### src/rtl/matvec_fifo_loader.sv
// Fill stage for the matrix-vector MAC array: fetches ROWS A-rows plus the B vector
// from memory and writes them byte-serially into the A-row FIFOs and the B FIFO.
// Optional MATVEC_LOADER_MSB_FIRST_EN: write each word most-significant byte first.
module matvec_fifo_loader #(
  parameter int DATA_WIDTH = 8,
  parameter int ROWS       = 8,
  parameter int ADDR_WIDTH = 32,
  parameter int BASE_ADDR  = 0
) (
  input  logic                       clk,
  input  logic                       rst_n,
  input  logic                       start,
  output logic                       busy,
  output logic                       done,
  output logic [ADDR_WIDTH-1:0]      mem_address,
  output logic                       mem_read,
  input  logic                       mem_waitrequest,
  input  logic [DATA_WIDTH*ROWS-1:0] mem_readdata,
  input  logic                       mem_readdatavalid,
  output logic [DATA_WIDTH-1:0]      fifo_wdata,
  output logic [ROWS:0]              fifo_wrreq,
  input  logic [ROWS:0]              fifo_wrfull
);

  localparam int RW = $clog2(ROWS + 1);
  localparam int BW = (ROWS > 1) ? $clog2(ROWS) : 1;
  localparam logic [RW-1:0] LAST_ROW  = RW'(ROWS);
  localparam logic [BW-1:0] LAST_BYTE = BW'(ROWS - 1);

  localparam logic [2:0] S_IDLE  = 3'd0;
  localparam logic [2:0] S_REQ   = 3'd1;
  localparam logic [2:0] S_WAIT  = 3'd2;
  localparam logic [2:0] S_WRITE = 3'd3;
  localparam logic [2:0] S_DONE  = 3'd4;

  logic [2:0]                 r_state;
  logic [RW-1:0]              r_row;
  logic [BW-1:0]              r_byteCnt;
  logic [DATA_WIDTH*ROWS-1:0] r_word;

  logic [BW-1:0] w_byteSel;
  logic          w_accept;
  logic          w_wrFire;
  logic [ROWS:0] w_wrreq;

`ifdef MATVEC_LOADER_MSB_FIRST_EN
  assign w_byteSel = LAST_BYTE - r_byteCnt;
`else
  assign w_byteSel = r_byteCnt;
`endif

  assign w_accept = (r_state == S_REQ) && !mem_waitrequest;
  // Row index doubles as the FIFO select: row ROWS lands on the B FIFO bit.
  assign w_wrFire = (r_state == S_WRITE) && !fifo_wrfull[r_row];

  always_comb begin
    w_wrreq = '0;
    if (w_wrFire) w_wrreq[r_row] = 1'b1;
  end

  always_ff @(posedge clk or negedge rst_n) begin
    if (!rst_n) begin
      r_state   <= S_IDLE;
      r_row     <= '0;
      r_byteCnt <= '0;
      r_word    <= '0;
    end else begin
      case (r_state)
        S_IDLE: begin
          if (start) begin
            r_row   <= '0;
            r_state <= S_REQ;
          end
        end
        S_REQ: begin
          if (w_accept) r_state <= S_WAIT;
        end
        S_WAIT: begin
          if (mem_readdatavalid) begin
            r_word    <= mem_readdata;
            r_byteCnt <= '0;
            r_state   <= S_WRITE;
          end
        end
        S_WRITE: begin
          if (w_wrFire) begin
            if (r_byteCnt == LAST_BYTE) begin
              if (r_row == LAST_ROW) begin
                r_state <= S_DONE;
              end else begin
                r_row   <= r_row + 1'b1;
                r_state <= S_REQ;
              end
            end else begin
              r_byteCnt <= r_byteCnt + 1'b1;
            end
          end
        end
        S_DONE:  r_state <= S_IDLE;
        default: r_state <= S_IDLE;
      endcase
    end
  end

  assign busy        = (r_state == S_REQ) || (r_state == S_WAIT) || (r_state == S_WRITE);
  assign done        = (r_state == S_DONE);
  assign mem_read    = (r_state == S_REQ);
  assign mem_address = ADDR_WIDTH'(BASE_ADDR) + ADDR_WIDTH'(r_row);
  assign fifo_wdata  = r_word[w_byteSel*DATA_WIDTH +: DATA_WIDTH];
  assign fifo_wrreq  = w_wrreq;

endmodule

### config.mk
export PLATFORM = sky130hd
export DESIGN_NAME = matvec_fifo_loader
export DESIGN_NICKNAME = d
export VERILOG_FILES = /design/src/rtl/matvec_fifo_loader.sv
export SDC_FILE = /design/constraint.sdc
export NUM_CORES = 1
export LEC_CHECK = 0
export ABC_CLOCK_PERIOD_IN_PS = 2600
export CORE_MARGIN = 3
export CORE_UTILIZATION = 35
export CTS_CLUSTER_DIAMETER = 60
export DETAILED_ROUTE_END_ITERATION = 6
export PLACE_DENSITY_LB_ADDON = 0.3
export SLEW_MARGIN = 20
export SYNTH_ARGS = -nofsm -noshare
export SYNTH_HDL_FRONTEND = slang
export SYNTH_SLANG_ARGS = --single-unit
export TNS_END_PERCENT = 100
### constraint.sdc
create_clock -name clk -period 2.6 [get_ports clk]
set_clock_uncertainty 0.1 [all_clocks]
set_input_delay 0.78 -clock clk [delete_from_list [all_inputs] [get_ports clk]]
set_output_delay 0.78 -clock clk [all_outputs]
set_load 0.005 [all_outputs]
Word-level counts from Yosys, hierarchy flattened

Index checks and enable logic that the tools add are counted.

Add/sub/neg operators: 2
Reduce and logical (&&, ||, !) cells: 14
Order comparisons: 2
Equality and inequality tests: 13
Divide/modulo/power cells: 0
Bitwise gates (word level): 0
Shifts and indexed selects: 1
$mul: 0
Muxes and demuxes: 21

Operators with widths:

| kind                | number |
|---|---|
| $shiftx 64x7->8     | 1 |
| $mux 3              | 9 |
| $mux 4              | 4 |
| $pmux 3 s4          | 1 |
| $ne 2x2->1 const B  | 5 |
| $reduce_and 5->1    | 2 |
| $mux 9              | 1 |
| $pmux 4 s2          | 1 |
| $eq 3x2->1 const B  | 2 |
| $eq 3x3->1 const B  | 2 |
| $pmux 3 s2          | 1 |
| $lt 4x5->1 const B  | 1 |
| $add 4x1->4 const B | 1 |
| $bmux 1 s4          | 1 |
| $demux 1 s4         | 1 |
| $eq 4x4->1 const B  | 1 |
| $ge 4x1->1 const B  | 1 |
| $ne 2x1->1 const B  | 2 |
| $reduce_and 4->1    | 1 |
| $reduce_bool 2->1   | 2 |
| $add 3x1->3 const B | 1 |
| $eq 3x1->1 const B  | 1 |
| $logic_and 1x1->1   | 3 |
| $logic_not 3->1     | 1 |
| 4 further kinds     | 7 |

Output and inout port bits: 52
Register bits after elaboration: 74
Logic and storage cells: 57
Bits of input ports: 78
Latch bits: 0
Memories: 0
ROM bits: 0
Memory bits (writable): 0

Longest topological paths before layout

Word-level depth: 6
Gate-level depth with buffers: 7
Gate-level depth less buffers: 6

Worst setup path after synthesis

Ideal clock, no wire load.

Path type: input port to output port
Start: in fifo_wrfull[1]
End: out fifo_wrreq[0]
Data required time: 1.720 ns
Data arrival time: 1.743 ns
Setup slack: -0.023 ns
Stages: 5
Buffers on the path: 0
Path through: mux2i_1 > o311ai_1 > o22a_1 > nor4_1 > and2_1

Cells in the longest elaborated chain, start to end: 5

Ends and longest elaborated chain:

| item                         | line | text |
|---|---|---|
| from (decl)                  | 22   | `input logic [ROWS:0] fifo_wrfull` |
| $bmux 1 s4                   | 54   | `assign w_wrFire = (r_state == S_WRITE) && !fifo_wrfull[r_row];` |
| $mux 1 (implied by the code) | 54   |  |
| $logic_not 1->1              | 54   |  |
| $logic_and 1x1->1            | 54   |  |
| $mux 9                       | 58   | `if (w_wrFire) w_wrreq[r_row] = 1'b1;` |
| to (decl)                    | 21   | `output logic [ROWS:0] fifo_wrreq,` |

No other way between the ends. The select of a mux whose other input is x is not followed.

Final worst setup path

Start: reg r_row[0]
End: out fifo_wrreq[5]

Cells in the longest elaborated chain, start to end: 5
Elaborated cells on any way between the ends: 10
Classes of those cells: order compare: 2; mux: 5; reduce/logical: 3

Ends and longest elaborated chain:

| item                                                                     | line   | text |
|---|---|---|
| from (decl)                                                              | 37     | `logic [RW-1:0] r_row;` |
| from (signal assigned)                                                   | 91     | `r_row <= r_row + 1'b1;` |
| $lt 4x5->1 (implied by the code), or another cell as far along           | 58     |  |
| $logic_and 1x1->1 (implied by the code) / $mux 1 (equally long branches) | 58, 54 |  |
| $mux 1 (implied by the code) / $logic_not 1->1 (equally long branches)   | 58, 54 |  |
| $demux 1 s4 / $logic_and 1x1->1 (equally long branches)                  | 58, 54 |  |
| $mux 9 *                                                                 | 58     |  |

Every way passes the cells marked *; elsewhere a longest branch is shown, timed or not. The select of a mux whose other input is x is not followed.

==> flow_metrics.env <==
export IMPL_final_cell_count_no_fill=581
export IMPL_drv_slew=0
export IMPL_setup_worst_path_class="reg -> out"
export IMPL_route_detailed_drc=0
export IMPL_outcome="finished, violations left"
export IMPL_postSynth_topFlopCell="dfrtp_1"
export IMPL_timing_fmax_mhz=339
export IMPL_synthArstFlopShare=1.00
export IMPL_ys_seq_elements=74
export IMPL_cpMaxStageDelayCell="dfrtp_2"
export IMPL_drtAntennaViolNets=0
export IMPL_cell_row_count=37
export IMPL_cts_buffer_depth=2
export IMPL_clk_latency_ps=340
export IMPL_cts_root_buf="clkbuf_8"
export IMPL_p_int_w=0.00482
export IMPL_io_pins=130
export IMPL_worst_slew_pin_slew_ps=526
export IMPL_tritoncts="done"
export IMPL_critical_path_startpoint_type="register"
export IMPL_route_detailed_vias_per_inst=4.74
export IMPL_postSynthCellCount=290
export IMPL_worst_path_buf_inv=3
export IMPL_place_gp_congestion=0.823
export IMPL_dr_total_vias=2756
export IMPL_crit_top_cell="buf_6"
export IMPL_power_clock_fraction=0.134
export IMPL_place_detailed_hpwl_microns=6510
export IMPL_critical_path_top_delay_family="flip-flops"
export IMPL_timing_hold_violations_final=0
export IMPL_final_period_utilization=1.13
export IMPL_ys_warnings_count=0
export IMPL_drive_gt1_frac=0.461
export IMPL_final_setup_tns_ps=-4850
export IMPL_timing_reg2reg_setup_slack_ps=-200
export IMPL_rr_worst_depth=14
export IMPL_hold_buffers=0
export IMPL_flow_area_growth_from_synthesis_pct=47.1
export IMPL_pin_count_of_the_biggest_net_entering_global_routing=68
export IMPL_failed_checks="negative setup slack"
export IMPL_routed_wirelength_microns=9330
export IMPL_vdd_ir_drop_max_v=0.000851
export IMPL_reg_power_frac=0.301
export IMPL_placed_cells_incl_taps=535
export IMPL_final_critical_path_setup_slack_ps=-349
export IMPL_worst_path_largest_cell_delay_ps=470
export IMPL_drv_cap=0
export IMPL_grt_ovfl_total=0
export IMPL_globalRouteTotalUtil=0.151
export IMPL_final_min_clock_period_ps=2950
export IMPL_die_width_microns=111
export IMPL_critical_path_cell_chain="mux2i_1 > o311ai_2 > o22a_2 > buf_6 > nor3_4 > buf_6 > and2_4 > buf_6"
export IMPL_dieArea_sq_um=12400
export IMPL_global_route_wire_length_before_repair_microns=14900
export IMPL_power_leakage_nw=2.51
export IMPL_seq_area_frac_synth=0.476
export IMPL_worst_r2r_endpoint="r_row[2]"
export IMPL_max_slew_headroom=0.649
export IMPL_synth_avg_cell_area_sq_um=13.4
export IMPL_synthDistinctLibCells=38
export IMPL_switching_power_w=0.00213
export IMPL_cts_sinks=74
export IMPL_core_region_area_sq_um=10600
export IMPL_power_per_cell_area_nw_per_um2=1210
export IMPL_wl_per_cell_microns=16.1
export IMPL_drt_initial_drc_count=113
export IMPL_r2r_start="r_row[0]"
export IMPL_preCtsSetupSlack_ps=-982
export IMPL_crit_fanout=6
export IMPL_clock_edge_transition_at_the_registers_on_the_reported_setup_and_hold_paths_ps=70
export IMPL_initial_utilization=0.369
export IMPL_power_switching_share=0.307
export IMPL_htree_levels=3
export IMPL_timing_critical_path_arrival_ps=2070
export IMPL_hold_path_class="in -> async"
export IMPL_die_h_microns=111
export IMPL_vias_in_the_first_global_route=2990
export IMPL_place_port_buffers=101
export IMPL_finalSetupViolations=23
export IMPL_power_w=0.00695
export IMPL_antenna_found_initial=0
export IMPL_cts_inserted_buffers=9
export IMPL_rsz_0062_raised_after_global_routing="yes"
export IMPL_drtPass1Iterations=4
export IMPL_final_area_sq_um=5730
export IMPL_placed_cell_area_sq_um=5140
export IMPL_synthesis_area_sq_um=3890
export IMPL_synth_edf_count=0
export IMPL_num_nets_final=524
export IMPL_comb_power_share=0.565
export IMPL_critPathRequiredTime_ps=1720
export IMPL_timing_critical_path_to_type="output port"
export IMPL_antennaDiodeCount=0
-- synthesized netlist by cell type, types with 2 or more instances --
library cell,count,share of area
nor3_1,5,0.0064
nand2_1,5,0.0048
clkbuf_1,3,0.0029
inv_1,6,0.0058
nand2b_1,5,0.0080
o21ai_0,2,0.0026
nor2b_1,2,0.0032
dfrtp_1,74,0.48
nand3_1,2,0.0026
nor2_1,12,0.012
buf_2,12,0.015
mux2i_1,7,0.018
buf_4,28,0.054
nand3b_1,2,0.0039
ha_1,6,0.019
mux2_4,2,0.0077
mux2_2,72,0.21
mux4_2,16,0.093
and2_1,9,0.014
o31ai_1,2,0.0039
-- state kept, by name (all words and copies together), names as in the netlist --
| signal | flops |
|---|---|
| r_state | 3 |
| r_row | 4 |
| r_byteCnt | 3 |
| r_word | 64 |
-- area by class of cell --
type	count	area (sq um)
Fill cell	923	4830
Multi-Input combinational cell	191	1940
Sequential cell	74	1850
Timing Repair Buffer	158	1520
Tap cell	136	170
Clock buffer	13	169
Clock inverter	3	46.3
Inverter	6	22.5
-- repair_timing --
action / in CTS / in global routing
endpoints found under the hold margin: 0 / 0
buffers inserted: 27 / 6
cloned: 1 / 0
gates resized for setup: 132 / 22
pin swaps: 17 / 14
endpoints found under the setup margin: 17 / 25
-- worst register-to-register path, cell delays in order, from the launching register on --
cell and delay, ps:
dfrtp_2 470, mux2i_1 280, o31ai_2 100, buf_4 140
buf_4 120, buf_4 120, buf_4 120, buf_4 130
buf_6 110, buf_6 110, buf_6 110, buf_6 110
o32ai_4 260, nand3_2 140, a311o_1 280
-- cell families (layout without fill, tap and decap cells) --
logic type	Yosys count	in the layout	share of synthesized area
DFF	74	74	0.476
and+or+nand+nor	48	48	0.0681
adders and majority gates	6	6	0.0193
AOI/OAI and AO/OA	12	12	0.0264
buffers and inverters	52	180	0.0832
other	1	28	0.000963
muxes	97	97	0.326
-- per-layer routing --
layer	track usage	up-vias	wire (microns)
li1	-	1278	-
met1	0.172	1355	3630
met2	0.266	113	4760
met3	0.0473	10	819
met4	0.0535	0	120
met5	0	-	0
-- cells in the final DEF (no fill, tap or decap), types with 2 or more instances in the layout --
cell type / netlist / final
and2_1: 9 / 7
and2_4: 0 / 2
buf_12: 0 / 5
buf_2: 12 / 11
buf_4: 28 / 36
buf_6: 1 / 24
buf_8: 0 / 3
clkbuf_2: 1 / 2
clkbuf_8: 0 / 12
clkdlybuf4s15_1: 0 / 3
clkdlybuf4s50_1: 0 / 73
conb_1: 1 / 28
dfrtp_1: 74 / 72
dfrtp_2: 0 / 2
ha_1: 6 / 6
inv_1: 6 / 6
mux2_2: 72 / 64
mux2_4: 2 / 10
mux2i_1: 7 / 6
mux4_2: 16 / 16
nand2_1: 5 / 5
nand2b_1: 5 / 4
nand3b_1: 2 / 2
nor2_1: 12 / 10
nor2b_1: 2 / 2
nor3_1: 5 / 3
o21ai_0: 2 / 2
-- power by group through the flow --
stage,clock network [W],logic [W],registers [W]
floorplan,0,0.00199,0.00194
global placement,0,0.00309,0.00205
detailed placement,0,0.00314,0.00210
CTS,0.000968,0.00385,0.00209
global route,0.00102,0.00423,0.00217
finish,0.000933,0.00393,0.00209
-- worst max path at each step --
stage | cells after the start | to | start
final | 8 | fifo_wrreq[5] | r_row[0]
after global routing | 8 | fifo_wrreq[5] | r_row[0]
after CTS | 7 | fifo_wrreq[3] | r_row[0]
after detailed placement | 7 | fifo_wrreq[5] | fifo_wrfull[1]
after global placement | 7 | fifo_wrreq[4] | fifo_wrfull[1]
after floorplan | 4 | fifo_wdata[0] | r_byteCnt[0]
-- metrics by stage --
stage,util,hold WS [ps]
after floorplan,-,375
after global placement,0.487,386
after detailed placement,0.487,391
after CTS,0.538,251
after global routing,0.543,260
final,0.543,251
Note: power is estimated with default switching activity, not from simulation.
==> RTL edit 1: new RTL, same settings <==
`DATA_WIDTH`: 8 -> 12.
--- a/src/rtl/matvec_fifo_loader.sv
+++ b/src/rtl/matvec_fifo_loader.sv
@@ -4,3 +4,3 @@
 module matvec_fifo_loader #(
-  parameter int DATA_WIDTH = 8,
+  parameter int DATA_WIDTH = 12,
   parameter int ROWS       = 8,
Ports: changed (resized fifo_wdata and mem_readdata); port bits go from 130 to 166. No check against the original RTL was run, so the function may have changed too.
==> RTL edit 1 against the unedited design <==
- the flow still finishes with violations (setup timing)
- core utilization shrank 2.1 points
- area after synthesis rose by 40%
- design area increased by 35%
- sequential power grew 40%
- global-route usage rose by 1.3 points
- sequential share of layout area grew 1.9 points
- wire length is 45% higher
- total power increased by 33%
- non-clock buffer count grew 38
- sequential cell count is 32 higher
- critical path depth down 3
- first-iteration DRC count up 31%
- worst setup slack improved by 23 ps
- critical endpoint is now fifo_wdata[2]
- largest power group unchanged
==> RTL edit 1: results (changes against the unedited design) <==
status: "finished, violations left"
violations: "setup timing"
first_iter_violations: 148  # +31%
synthAdderAreaFrac_pct: 1.38  # -0.55 points
grt_pass1_vias: 4094  # +37%
fin_cells: 755  # +30%
ys_top_cells_by_area: "dfrtp_1, mux2_2, mux4_2, mux2_1, buf_4"
rr_worst_depth: 8  # -6
grt_usage_pct: 16.3  # +1.3 points
cp_data_arrival_time_ps: 2050  # -20 ps
muxShareOfSynthArea_pct: 33.1  # +0.42 points
endpoint: "fifo_wdata[2]"
routed.top_layer: "met5"
synth_cell_types: 46  # +21%
finalWirelength_mm: 13.6  # +45%
crit_path_max_fanout: 8  # +2
use_met3_pct: 7.48  # +2.8 points
whs_ps: 295  # +44.6 ps
place.gp.congestion: 0.852  # +3.5%
vias_per_cell: 4.98  # +4.9%
gr-usage-met1_pct: 18.9  # +1.7 points
nets: 682  # +30%
synthTopCellsByCount: "dfrtp_1, mux2_2, mux2_1"
n_antenna_cell: 0  # unchanged
max_stage_delay_ps: 520  # +50 ps
crit_start: "r_byteCnt[0]"
relSlewSlack_pct: 63.7  # -1.2 points
dpl-instance-area_um2: 7120  # +39%
setup_ws_ps: -326  # +23.0 ps
seq_area_um2: 2660  # +43%
r2r_slack_ps: 340  # +540 ps
dp.cells: 711  # +33%
nFillCells: 1297  # +41%
multi_input_gates: 249  # +30%
cts.sinks: 106  # +43%
bufAreaShareNonClock_pct: 25.0  # -1.6 points
path_delay_family: "multiplexers"
power.leakage_nw: 3.32  # +32%
setup_violations: 21  # -8.7%
ys_seq_area_share_pct: 48.8  # +1.3 points
ir_worst_vdd_mv: 0.568  # -33%
finalSetupTns_ps: -4590  # +261 ps
place_hpwl_mm: 9.96  # +53%
met3_length_mm: 1.36  # +66%
reg2reg_to: "r_state[0]"
drt-met1-wl_mm: 5.28  # +46%
port_buffers: 137  # +36%
grt_max_degree: 59  # -13%
root_buffer: "clkbuf_16"
n_clock_buffer: 11  # -2
wl_met2_mm: 6.79  # +42%
powerDensity_nw_per_um2: 1190  # -1.9%
nNonClkInverters: 4  # -2
dieArea_um2: 17100  # +37%
buffers_excl_clock: 196  # +24%
top_regs: "r_word (96), r_row (4)"
place_ws_ps: -813  # +169 ps
clkCellAreaFrac_pct: 3.73  # -0.030 points
cp_slowest_cell: "mux4_2"
-- RTL edit 1: changes by cell type after synthesis, moves of 3 or more --
cell      unedited run  this run
mux2_1               0        40
and2_1               9         2
buf_4               28        32
mux2_2              72        68
and4_1               0         6
dfrtp_1             74       106
mux4_2              16        24
nand3b_1             2         6
a21oi_1              0         6
mux2i_1              7         4
clkbuf_1             3         7
-- RTL edit 1: repair_timing --
action | 4_1_cts | 5_1_grt
cloned | 1 | 0
endpoints found under the setup margin | 22 | 23
setup buffers | 22 | 5
pin swaps | 13 | 4
gates resized for setup | 138 | 21
-- RTL edit 1: report_power, final --
part	switching [mW]	leakage (nW)	internal, mW
Sequential	0.441	1.27	2.48
Clock	0.630	0.139	0.706
Combinational	1.87	1.91	3.11
-- RTL edit 1: kinds of logic after synthesis --
logic type,after synthesis
buffers and inverters,58
adder cells (fa/ha/maj),6
flip-flops,106
multiplexers,136
AND/OR/NAND/NOR,56
AO/OA/AOI/OAI,23
other,1
==> RTL edit 2: new RTL, same settings <==
Made on the original files. Make the reset (`rst_n`) synchronous in one clocked block.
--- a/src/rtl/matvec_fifo_loader.sv
+++ b/src/rtl/matvec_fifo_loader.sv
@@ -60,3 +60,3 @@
 
-  always_ff @(posedge clk or negedge rst_n) begin
+  always_ff @(posedge clk) begin
     if (!rst_n) begin
Function: differs if rst_n is asserted again (counterexample within 4 cycles, from zero or initial values and one cycle with rst_n low); with rst_n held inactive, the same outputs for 10 cycles.
==> RTL edit 2 against the unedited design <==
- the run still ends with setup timing left
- wire length increased by 12%
- worst setup slack improved by 13 ps
- design area decreased by 2.6%
- die area decreased by 3.9%
- area after synthesis decreased by 4.1%
- sequential cell count unchanged
- synthesized cell count increased by 52%
- critical path type is now in -> out
Power is not compared: it rests on default switching activity, and its combinational part moved more than twofold at a synthesized area within 25%.
==> RTL edit 2: results (changes against the unedited design) <==
place.gp.congestion: 0.822  # -0.11%
wl_per_cell_um: 14.5  # -9.6%
place_ws_ps: -1130  # -153 ps
violations: "setup timing"
relSlewSlack_pct: 57.7  # -7.3 points
hp-class: "reg -> reg"
synth_compound_gate_area_share_pct: 14.5  # +12 points
grt_max_degree: 70  # +2.9%
synthAdderAreaFrac_pct: 2.01  # +0.083 points
grt_pass1_wl_mm: 16.4  # +11%
setup_violations: 17  # -26%
rr_worst_depth: 10  # -4
nets: 662  # +26%
dr_total_vias: 3496  # +27%
r2r-start: "r_byteCnt[0]"
first_iter_violations: 136  # +20%
setup_ws_ps: -335  # +13.2 ps
reg2reg_to: "r_byteCnt[1]"
endpoint: "fifo_wrreq[3]"
synthTopCellsByCount: "nand2_1, dfxtp_1, a21oi_1"
synth_ff_type: "dfxtp_1"
muxShareOfSynthArea_pct: 13.3  # -19 points
whs_ps: 353  # +102 ps
grt_usage_pct: 17.7  # +2.6 points
place_hpwl_mm: 7.28  # +12%
ys_seq_area_share_pct: 39.7  # -7.9 points
status: "finished, violations left"
drive_gt1_share_pct: 24.6  # -21 points
nFillCells: 977  # +5.9%
r2r_slack_ps: 200  # +400 ps
grt_pass1_vias: 3326  # +11%
ys_top_cells_by_area: "dfxtp_1, nand2_1, mux4_2, a21oi_1, buf_4"
## RTL edit 2: critical path, stage by stage
cell	delay [ps]
buf_6	90
mux2_4	270
a211oi_4	240
buf_6	140
o2bb2ai_4	110
and3_4	200
and2_4	140
buf_6	90
## RTL edit 2: kinds of logic after synthesis
family	after synthesis
simple gates	180
compound gates	89
fa+ha+maj	6
other cells	1
flops	74
mux	28
buf+inv	64
## RTL edit 2: final cells by class
class / count / area (µm²) / area share (%)
Tap cell: 136 / 170 / 3.05
Timing Repair Buffer: 157 / 1530 / 27.4
Multi-Input combinational cell: 331 / 2130 / 38.2
Sequential cell: 74 / 1490 / 26.7
Clock buffer: 9 / 124 / 2.22
Inverter: 5 / 18.8 / 0.336
Clock inverter: 6 / 115 / 2.06
## RTL edit 2: repair_timing
item,CTS,global route
pin swaps,16,9
setup buffers,18,2
endpoints found under the setup margin,17,17
gates cloned,1,0
resized for setup,136,15
## RTL edit 2: power breakdown
part / internal (mW) / leakage [nW] / switching [mW] / total (mW)
Sequential: 1.16 / 0.600 / 0.0155 / 1.18
Clock: 0.637 / 0.116 / 0.445 / 1.08
Combinational: 0.204 / 1.36 / 0.152 / 0.356
## RTL edit 2: stage by stage
step                      cell area [µm²]  std cells  power (mW)  setup TNS (ps)  utilization [%]
final                                5580        718        2.61           -3820             53.8
after global routing                 5580        718        2.72           -4900             53.8
after CTS                            5520        717        2.63           -4290             53.2
after detailed placement             4990        683        1.53          -10730             48.1
after global placement               4990        683        1.53           -9980             48.1
after floorplan                      3840        469        1.37            -833                -
## RTL edit 2: layer usage
layer | share of wire, % | global-route usage, % | up-vias
met3 | 5.1 | 3.37 | 19
li1 | - | - | 1733
met5 | 0 | 0 | -
met4 | 2.0 | 6.86 | 0
met2 | 47 | 28.2 | 102
met1 | 46 | 23.7 | 1642
